$ cat src/rtl/serial_add_ctrl.sv
// Multi-operand adder: sums 1..7 operands through a single bit-serial full adder, LSB first.
// Result after 2+(n-1)*(WIDTH+1) cycles; operand and result sides use valid/ready handshakes.

module full_adder (
    input  logic x,
    input  logic y,
    input  logic c_in1,
    output logic sum1,
    output logic cout1
);
    assign sum1  = x ^ y ^ c_in1;
    assign cout1 = (x & y) | (c_in1 & (x ^ y));
endmodule

module serial_add_ctrl #(
    parameter int WIDTH = 32
) (
    input  logic             clk,
    input  logic             rst,
    input  logic             start,
    input  logic [2:0]       num_ops,
    input  logic             op_valid,
    input  logic [WIDTH-1:0] op_data,
    output logic             op_ready,
    output logic             result_valid,
    input  logic             result_ready,
    output logic [WIDTH-1:0] result,
    output logic             busy
);
    localparam int CW = (WIDTH > 1) ? $clog2(WIDTH) : 1;
    localparam logic [CW-1:0] LAST_BIT = CW'(WIDTH - 1);

    typedef enum logic [1:0] {
        IDLE    = 2'd0,
        WAIT_OP = 2'd1,
        ADD     = 2'd2,
        DONE    = 2'd3
    } state_t;

    state_t           state_q, state_d;
    logic [WIDTH-1:0] acc_q, acc_d;
    logic [WIDTH-1:0] opreg_q, opreg_d;
    logic             carry_q, carry_d;
    logic [CW-1:0]    bit_cnt_q, bit_cnt_d;
    logic [2:0]       op_cnt_q, op_cnt_d;
    logic [2:0]       num_ops_q, num_ops_d;
    logic             op_ready_q, op_ready_d;
    logic             busy_q, busy_d;
    logic             result_valid_q, result_valid_d;

    logic fa_sum;
    logic fa_cout;

    full_adder u_fa (
        .x     (acc_q[0]),
        .y     (opreg_q[0]),
        .c_in1 (carry_q),
        .sum1  (fa_sum),
        .cout1 (fa_cout)
    );

    always_comb begin
        state_d        = state_q;
        acc_d          = acc_q;
        opreg_d        = opreg_q;
        carry_d        = carry_q;
        bit_cnt_d      = bit_cnt_q;
        op_cnt_d       = op_cnt_q;
        num_ops_d      = num_ops_q;
        op_ready_d     = op_ready_q;
        busy_d         = busy_q;
        result_valid_d = result_valid_q;

        case (state_q)
            IDLE: begin
                if (start && (num_ops != 3'd0)) begin
                    num_ops_d  = num_ops;
                    op_cnt_d   = 3'd0;
                    state_d    = WAIT_OP;
                    op_ready_d = 1'b1;
                    busy_d     = 1'b1;
                end
            end

            WAIT_OP: begin
                if (op_valid && op_ready_q) begin
                    op_cnt_d = op_cnt_q + 3'd1;
                    if (op_cnt_q == 3'd0) begin
                        // First operand seeds the accumulator without an add pass.
                        acc_d = op_data;
                        if (num_ops_q == 3'd1) begin
                            state_d    = DONE;
                            op_ready_d = 1'b0;
                        end
                    end else begin
                        opreg_d    = op_data;
                        carry_d    = 1'b0;
                        bit_cnt_d  = '0;
                        state_d    = ADD;
                        op_ready_d = 1'b0;
                    end
                end
            end

            ADD: begin
                acc_d            = acc_q >> 1;
                acc_d[WIDTH-1]   = fa_sum;
                opreg_d          = opreg_q >> 1;
                carry_d          = fa_cout;
                bit_cnt_d        = bit_cnt_q + 1'b1;
                if (bit_cnt_q == LAST_BIT) begin
                    if (op_cnt_q == num_ops_q) begin
                        state_d = DONE;
                    end else begin
                        state_d    = WAIT_OP;
                        op_ready_d = 1'b1;
                    end
                end
            end

            DONE: begin
                // result_valid follows DONE entry by one cycle; handshake needs it high.
                if (result_valid_q && result_ready) begin
                    state_d        = IDLE;
                    result_valid_d = 1'b0;
                    busy_d         = 1'b0;
                end else begin
                    result_valid_d = 1'b1;
                end
            end

            default: begin
                state_d        = IDLE;
                op_ready_d     = 1'b0;
                busy_d         = 1'b0;
                result_valid_d = 1'b0;
            end
        endcase
    end

    always_ff @(posedge clk) begin
        if (rst) begin
            state_q        <= IDLE;
            acc_q          <= '0;
            opreg_q        <= '0;
            carry_q        <= 1'b0;
            bit_cnt_q      <= '0;
            op_cnt_q       <= 3'd0;
            num_ops_q      <= 3'd0;
            op_ready_q     <= 1'b0;
            busy_q         <= 1'b0;
            result_valid_q <= 1'b0;
        end else begin
            state_q        <= state_d;
            acc_q          <= acc_d;
            opreg_q        <= opreg_d;
            carry_q        <= carry_d;
            bit_cnt_q      <= bit_cnt_d;
            op_cnt_q       <= op_cnt_d;
            num_ops_q      <= num_ops_d;
            op_ready_q     <= op_ready_d;
            busy_q         <= busy_d;
            result_valid_q <= result_valid_d;
        end
    end

    assign op_ready     = op_ready_q;
    assign result_valid = result_valid_q;
    assign result       = acc_q;
    assign busy         = busy_q;
endmodule

$ cat config.mk
export PLATFORM = sky130hd
export DESIGN_NAME = serial_add_ctrl
export DESIGN_NICKNAME = d
export VERILOG_FILES = /design/src/rtl/serial_add_ctrl.sv
export SDC_FILE = /design/constraint.sdc
export NUM_CORES = 1
export LEC_CHECK = 0
export ABC_AREA = 1
export BUFFER_PORTS_ARGS = -buffer_cell sky130_fd_sc_hd__clkbuf_2
export CAP_MARGIN = 5
export CORE_ASPECT_RATIO = 1.75
export CORE_MARGIN = 2
export CORE_UTILIZATION = 45
export DETAILED_ROUTE_END_ITERATION = 10
export GPL_ROUTABILITY_DRIVEN = 1
export GPL_TIMING_DRIVEN = 0
export HOLD_SLACK_MARGIN = 0.03
export PLACE_DENSITY = 0.8
export SYNTH_ARGS = -nofsm -noshare
export SYNTH_HDL_FRONTEND = slang
export SYNTH_HIERARCHICAL = 1
export SYNTH_SLANG_ARGS = --single-unit
$ cat constraint.sdc
create_clock -name clk -period 1.6 [get_ports clk]
set_input_delay 0.08 -clock clk [delete_from_list [all_inputs] [get_ports clk]]
set_output_delay 0.08 -clock clk [all_outputs]
set_load 0.005 [all_outputs]
==> flow_summary.yaml, run 1 <==
clock_tree:
  clock_latency_ns: 0.34
  cts-root-to-sink-buffers: 2
  path_clk_slew_ns: 0.06
  cts.root.buffer_cell: "clkbuf_16"
  cts_made_buffers: 9
  clock_tree_from_tritoncts: "done"
  h-tree-depth: 3
  numClockSinks: 81
pwr:
  power_switching_share_pct: 38.50
  p_int_mw: 5.543
  power_share_of_the_clock_group_pct: 23.6
  totalPowerFinal_mw: 9.014
  combPwrFrac_pct: 43.1
  power_spent_charging_and_discharging_nets_mw: 3.471
  power_per_cell_area_nw_per_um2: 1849
  power.share.sequential_pct: 33.3
  power.static_leakage_nw: 2.347
  max-vdd-ir-drop_mv: 1.147
routing:
  vias: 3977
  maxUsedRoutingLayer: "met4"
  drt_wl_total_mm: 10.41
  wl_per_cell_um: 13.77
  wirelength_met1_mm: 4.010
  post_drt_via_cell_ratio: 5.261
  dr_wl_met3_um: 486
  detailroute.wirelength.met2_mm: 5.521
  drt_drc_violations_left: 0
  route.antenna.remaining_nets: 0
  drt_iter0_drcs: 254
  detail_route.first_pass.iterations: 6
synthesis:
  synth_warnings: 6
  synth_seq_cells: 81
  syn_nets: 604
  seq_area_frac_synth_pct: 42.87
  synthCells: 559
  synthesis.area_per_instance_um2: 6.766
  synth.lib_cells_used.distinct: 24
  synth.area.top_cells: "dfxtp_1 43%, nand2_1 14%, o21ai_0 12%"
  synth_largest_area_cell: "dfxtp_1"
  synth.top_cell.area_share_pct: 42.87
  post_syn_area_um2: 3782
floorplanning:
  pin_count: 75
  design.die.area_um2: 9184
  die_w_um: 73.31
  rows: 44
  die_y_um: 125.3
  coreArea_um2: 8258
  floorplan.initialDensity_pct: 45.80
global_routing:
  pin_count_of_the_biggest_net_entering_global_routing: 13
  track_usage_pct: 22.90
  grt_antenna_before_repair: 0
  grt_pass1_wl_mm: 16.67
  grt_overflow: 0
  grt_pass1_vias: 3843
timing:
  timing.clock.skew_ns: 0.004166
  timing.max_slew.rel_slack_pct: 61.97
  finalWorstPathRequiredPeriod_ns: 1.566
  finalHoldViolations: 0
  rsz0062_at_grt: "yes"
  timing.final.setup_violations: 0
  postLayoutSetupSlackWorst_ns: 0.03376
  timing_max_transition_violations_final: 0
  timing.final.crit_share_pct: 97.89
  fmax_ghz: 0.6385
  max_slew.worst_pin.slew_ns: 0.5705
hold_path:
  hold_class: "in -> reg"
job:
  max_cap_viol_count: 0
layout:
  synthToLayoutAreaGrowth_pct: 28.88
  num-nets-final: 704
  insertedDiodeCount: 0
  layout.cells.most_common_list: "141 x nand2_1, 83 x o21ai_0, 78 x nor2_1, 75 x clkbuf_2, 75 x dfxtp_1"
  final-instance-count-excl-fill: 756
  layout-drive-gt1-share_pct: 23.49
  layout.cells.most_common: "nand2_1"
setup_path:
  critical_path.startpoint_type: "register"
  critPathMaxFanout: 10
  critical_path_class: "reg -> reg"
  worst_ep_arrival_time_ns: 1.80
  worst_setup_path_end_kind: "register"
  required_ns: 1.83
placement:
  place_inst: 724
  placement.setup.worst_slack_ns: -0.1646
  portBuffers: 73
  gpl.final_weighted_congestion: 0.9319
  post_dp_hpwl_mm: 7.434
run_status:
  outcome: "completed"
==> registers in the layout (all words and copies together) (netlist names) <==
name	flops
op_cnt_q	3
num_ops_q	3
busy	1
op_ready	1
opreg_q	32
carry_q	1
result_valid	1
state_q	2
bit_cnt_q	5
result	32
==> power groups by stage <==
stage / Combinational, mW / Clock [mW] / Sequential, mW
final: 3.89 / 2.13 / 3.00
after global routing: 4.31 / 2.22 / 3.07
after CTS: 3.56 / 2.14 / 2.98
after detailed placement: 3.25 / 0 / 3.02
after global placement: 3.19 / 0 / 2.99
after floorplan: 2.27 / 0 / 2.96
==> per-layer routing <==
layer / GRT usage [%] / vias up
met4: 12.19 / 0
li1: - / 1987
met1: 24.14 / 1834
met5: 0 / -
met2: 41.12 / 125
met3: 4.432 / 31
==> worst max-delay path, cell delays in order (launching register included) <==
cell and delay, ns:
dfxtp_2 0.34, inv_2 0.06, ha_4 0.17, nand2_4 0.08, nand2_2 0.07, a21oi_4 0.26, clkinv_4 0.16, buf_6 0.17
nor2_1 0.10, nor2_1 0.05
==> cell type report <==
class	instances	area, um2
clock buffer	14	274.0
tap	92	115.1
clock inverter	2	35.03
multi-input combinational	394	1854
fill	780	3383
buffer	31	215.2
timing repair buffer	89	543.0
sequential	81	1634
inverter	53	203.9
==> what timing repair did <==
action,in CTS,in global routing
resized for setup,13,51
setup buffers,5,6
hold endpoints to repair,3,0
setup endpoints to repair,72,73
gates cloned,1,1
pin swaps,2,6
hold buffers,3,0
==> synth_stat cells <==
library cell and n:
nand2_1 144, o21ai_0 93, nor2_1 85, dfxtp_1 81, inv_1 48, a21oi_1 41
clkbuf_1 13, nand3_1 11, buf_2 8, buf_6 6, inv_2 5, ha_1 4
buf_4 3, nand4_1 3, o21ai_1 3, a21oi_4 2, o22ai_1 2, buf_1 1
fa_1 1, nand2_2 1, o211ai_1 1, o21ai_4 1, or2_2 1, xor2_1 1
==> logic make-up after synthesis <==
| kind of cell | share of synthesized area, % |
|---|---|
| buf+inv | 10.09 |
| flops | 42.87 |
| xor+xnor | 0.2316 |
| compound gates | 19.95 |
| fa+ha+maj | 1.853 |
| simple gates | 25.01 |
==> per-stage QoR <==
step / hold WS, ns / TNS (ns) / instance area [um2] / utilization [%]
3_3_place_gp: 0.3460 / -3.281 / 4263 / 51.62
5_1_grt: 0.1136 / -0.5642 / 4875 / 59.03
4_1_cts: 0.07226 / -0.1577 / 4696 / 56.86
3_5_place_dp: 0.3516 / -6.090 / 4263 / 51.62
6_report: 0.09074 / 0 / 4875 / 59.03
2_1_floorplan: 0.2339 / 0 / 3782 / -
==> final timing paths <==
| path | startpoint | to | slack, ns | cells past startpoint |
|---|---|---|---|---|
| setup / recovery | op_cnt_q[1]$_SDFFE_PP0P_ | opreg_q[20]$_SDFFE_PP0P_ | 0.03 | 9 |
| hold / removal | num_ops[0] | num_ops_q[0]$_SDFFE_PP0P_ | 0.09 | 3 |
| setup reg to reg | op_cnt_q[1]$_SDFFE_PP0P_ | opreg_q[20]$_SDFFE_PP0P_ | 0.03 | 9 |
| hold reg to reg | result[29]$_SDFFE_PP0P_ | result[29]$_SDFFE_PP0P_ | 0.47 | 2 |
Power figures use the tool's default switching activity.
==> run 2: changes to the inputs <==
MAX_ROUTING_LAYER = met4   (was default)
==> flow_summary.yaml, run 2 (synthesized netlist as in run 1, its figures left out) <==
timing:
  timing.final.setup_violations: 0
  timing.clock.skew_ns: 0.005250
  max_slew.worst_pin.slew_ns: 0.5163
  timing_max_transition_violations_final: 0
  timing.final.crit_share_pct: 97.98
  fmax_ghz: 0.6379
  finalWorstPathRequiredPeriod_ns: 1.568
  timing.max_slew.rel_slack_pct: 65.58
  holdWs_ns: 0.05703
  postLayoutSetupSlackWorst_ns: 0.03229
  rsz0062_at_grt: "yes"
  finalHoldViolations: 0
clock_tree:
  cts.root.buffer_cell: "clkbuf_16"
  h-tree-depth: 3
  cts-root-to-sink-buffers: 2
  cts_made_buffers: 9
  clock_tree_from_tritoncts: "done"
  numClockSinks: 81
  clock_latency_ns: 0.34
  path_clk_slew_ns: 0.06
run_status:
  outcome: "completed"
setup_path:
  ff2ff_path_depth: 9
  reg2reg_from: "op_cnt_q[0]$_SDFFE_PP0P_"
  critPathLaunch: "op_cnt_q[0]$_SDFFE_PP0P_"
  worst_setup_path_end_kind: "register"
  worst_ep_arrival_time_ns: 1.79
  required_ns: 1.83
  critical_path.startpoint_type: "register"
  r2r_end: "opreg_q[20]$_SDFFE_PP0P_"
  critPathMaxFanout: 6
  critical_path_class: "reg -> reg"
  r2r_slack_ns: 0.03
placement:
  post_dp_hpwl_mm: 7.555
  placement.setup.worst_slack_ns: -0.1217
  postPlaceCellArea_um2: 4263
  portBuffers: 73
  gpl.final_weighted_congestion: 0.9387
layout:
  insertedDiodeCount: 0
  layout.cells.most_common: "nand2_1"
  synthToLayoutAreaGrowth_pct: 28.02
  layout-drive-gt1-share_pct: 22.76
  layout.cells.most_common_list: "141 x nand2_1, 81 x o21ai_0, 77 x nor2_1, 77 x clkbuf_2, 76 x dfxtp_1"
  fraction_of_the_core_area_covered_by_cells_at_the_end_of_the_flow_pct: 58.64
  num-nets-final: 701
  fin_area_um2: 4842
job:
  max_cap_viol_count: 0
floorplanning:
  die_w_um: 73.31
  design.die.area_um2: 9184
  pin_count: 75
  floorplan.initialDensity_pct: 45.80
  die_y_um: 125.3
  coreArea_um2: 8258
  rows: 44
pwr:
  power.static_leakage_nw: 2.325
  power_switching_share_pct: 39.26
  power.share.sequential_pct: 34.2
  power_spent_charging_and_discharging_nets_mw: 3.457
  combPwrFrac_pct: 44.5
  power_per_cell_area_nw_per_um2: 1818
  power_share_of_the_clock_group_pct: 21.3
  p_int_mw: 5.347
  max-vdd-ir-drop_mv: 0.8585
routing:
  drt_drc_violations_left: 0
  post_drt_via_cell_ratio: 5.293
  route.antenna.remaining_nets: 0
  drt_wl_total_mm: 10.45
  detail_route.first_pass.iterations: 5
  wl_per_cell_um: 13.92
  vias: 3975
  drt_iter0_drcs: 216
global_routing:
  pin_count_of_the_biggest_net_entering_global_routing: 12
  grt_pass1_vias: 3806
  track_usage_pct: 23.45
  grt_pass1_wl_mm: 16.48
  grt_antenna_before_repair: 0
  grt_overflow: 0
hold_path:
  hold_class: "in -> reg"
  worst_hold_path.num_cells: 3
  hold_sp: "num_ops[0]"
  min_delay_worst_endpoint: "num_ops_q[0]$_SDFFE_PP0P_"
-- run 2: cell type report --
type	count	area, um2
Fill cell	764	3416
Timing Repair Buffer	86	534.3
Multi-Input combinational cell	394	1862
Buffer	31	227.7
Inverter	53	203.9
Tap cell	92	115.1
Sequential cell	81	1635
Clock buffer	14	264.0
-- run 2: worst max path at each step --
stage | endpoint | depth (start not counted) | slack, ns
after floorplan | opreg_q[10]$_SDFFE_PP0P_ | 9 | 0.14
after global placement | opreg_q[9]$_SDFFE_PP0P_ | 9 | -0.09
after detailed placement | opreg_q[4]$_SDFFE_PP0P_ | 9 | -0.12
after CTS | result[0]$_SDFFE_PP0P_ | 9 | 0.003
after global routing | opreg_q[18]$_SDFFE_PP0P_ | 7 | -0.04
final | opreg_q[20]$_SDFFE_PP0P_ | 9 | 0.03
-- run 2: worst max-delay path, stage by stage (launching register included) --
cell       delay, ns
dfxtp_4         0.36
inv_2           0.05
ha_4            0.16
nand2_4         0.07
nand2_2         0.07
a21oi_4         0.23
clkinv_4        0.16
clkbuf_16       0.19
nor2_1          0.09
nor2_1          0.06
-- run 2: layer usage --
| layer | share of wire [%] | GRT usage [%] |
|---|---|---|
| met1 | 38 | 24.25 |
| met2 | 54 | 40.96 |
| met3 | 4.4 | 3.546 |
| met4 | 3.6 | 12.83 |
| met5 | 0 | - |
-- run 2: through the flow --
step                cells  TNS [ns]  power [mW]
detailed placement    724    -5.212       6.285
global route          751   -0.1651       9.398
CTS                   743         0       8.415
finish                751         0       8.804
global placement      724    -3.695       6.190
floorplan             559         0       5.236
-- run 2: what timing repair did --
action                     4_1_cts  5_1_grt
pin swaps                        2        9
hold endpoints to repair         3        0
gates cloned                     0        2
buffers inserted                 2        6
resized for setup               14       54
hold buffers                     3        0
setup endpoints to repair       64       73
-- run 2: power groups by stage --
| stage | Combinational (mW) | Clock (mW) | Sequential [mW] |
|---|---|---|---|
| floorplan | 2.27 | 0 | 2.96 |
| global placement | 3.19 | 0 | 3.00 |
| detailed placement | 3.26 | 0 | 3.02 |
| CTS | 3.50 | 1.92 | 2.99 |
| global route | 4.34 | 1.98 | 3.08 |
| finish | 3.92 | 1.88 | 3.01 |
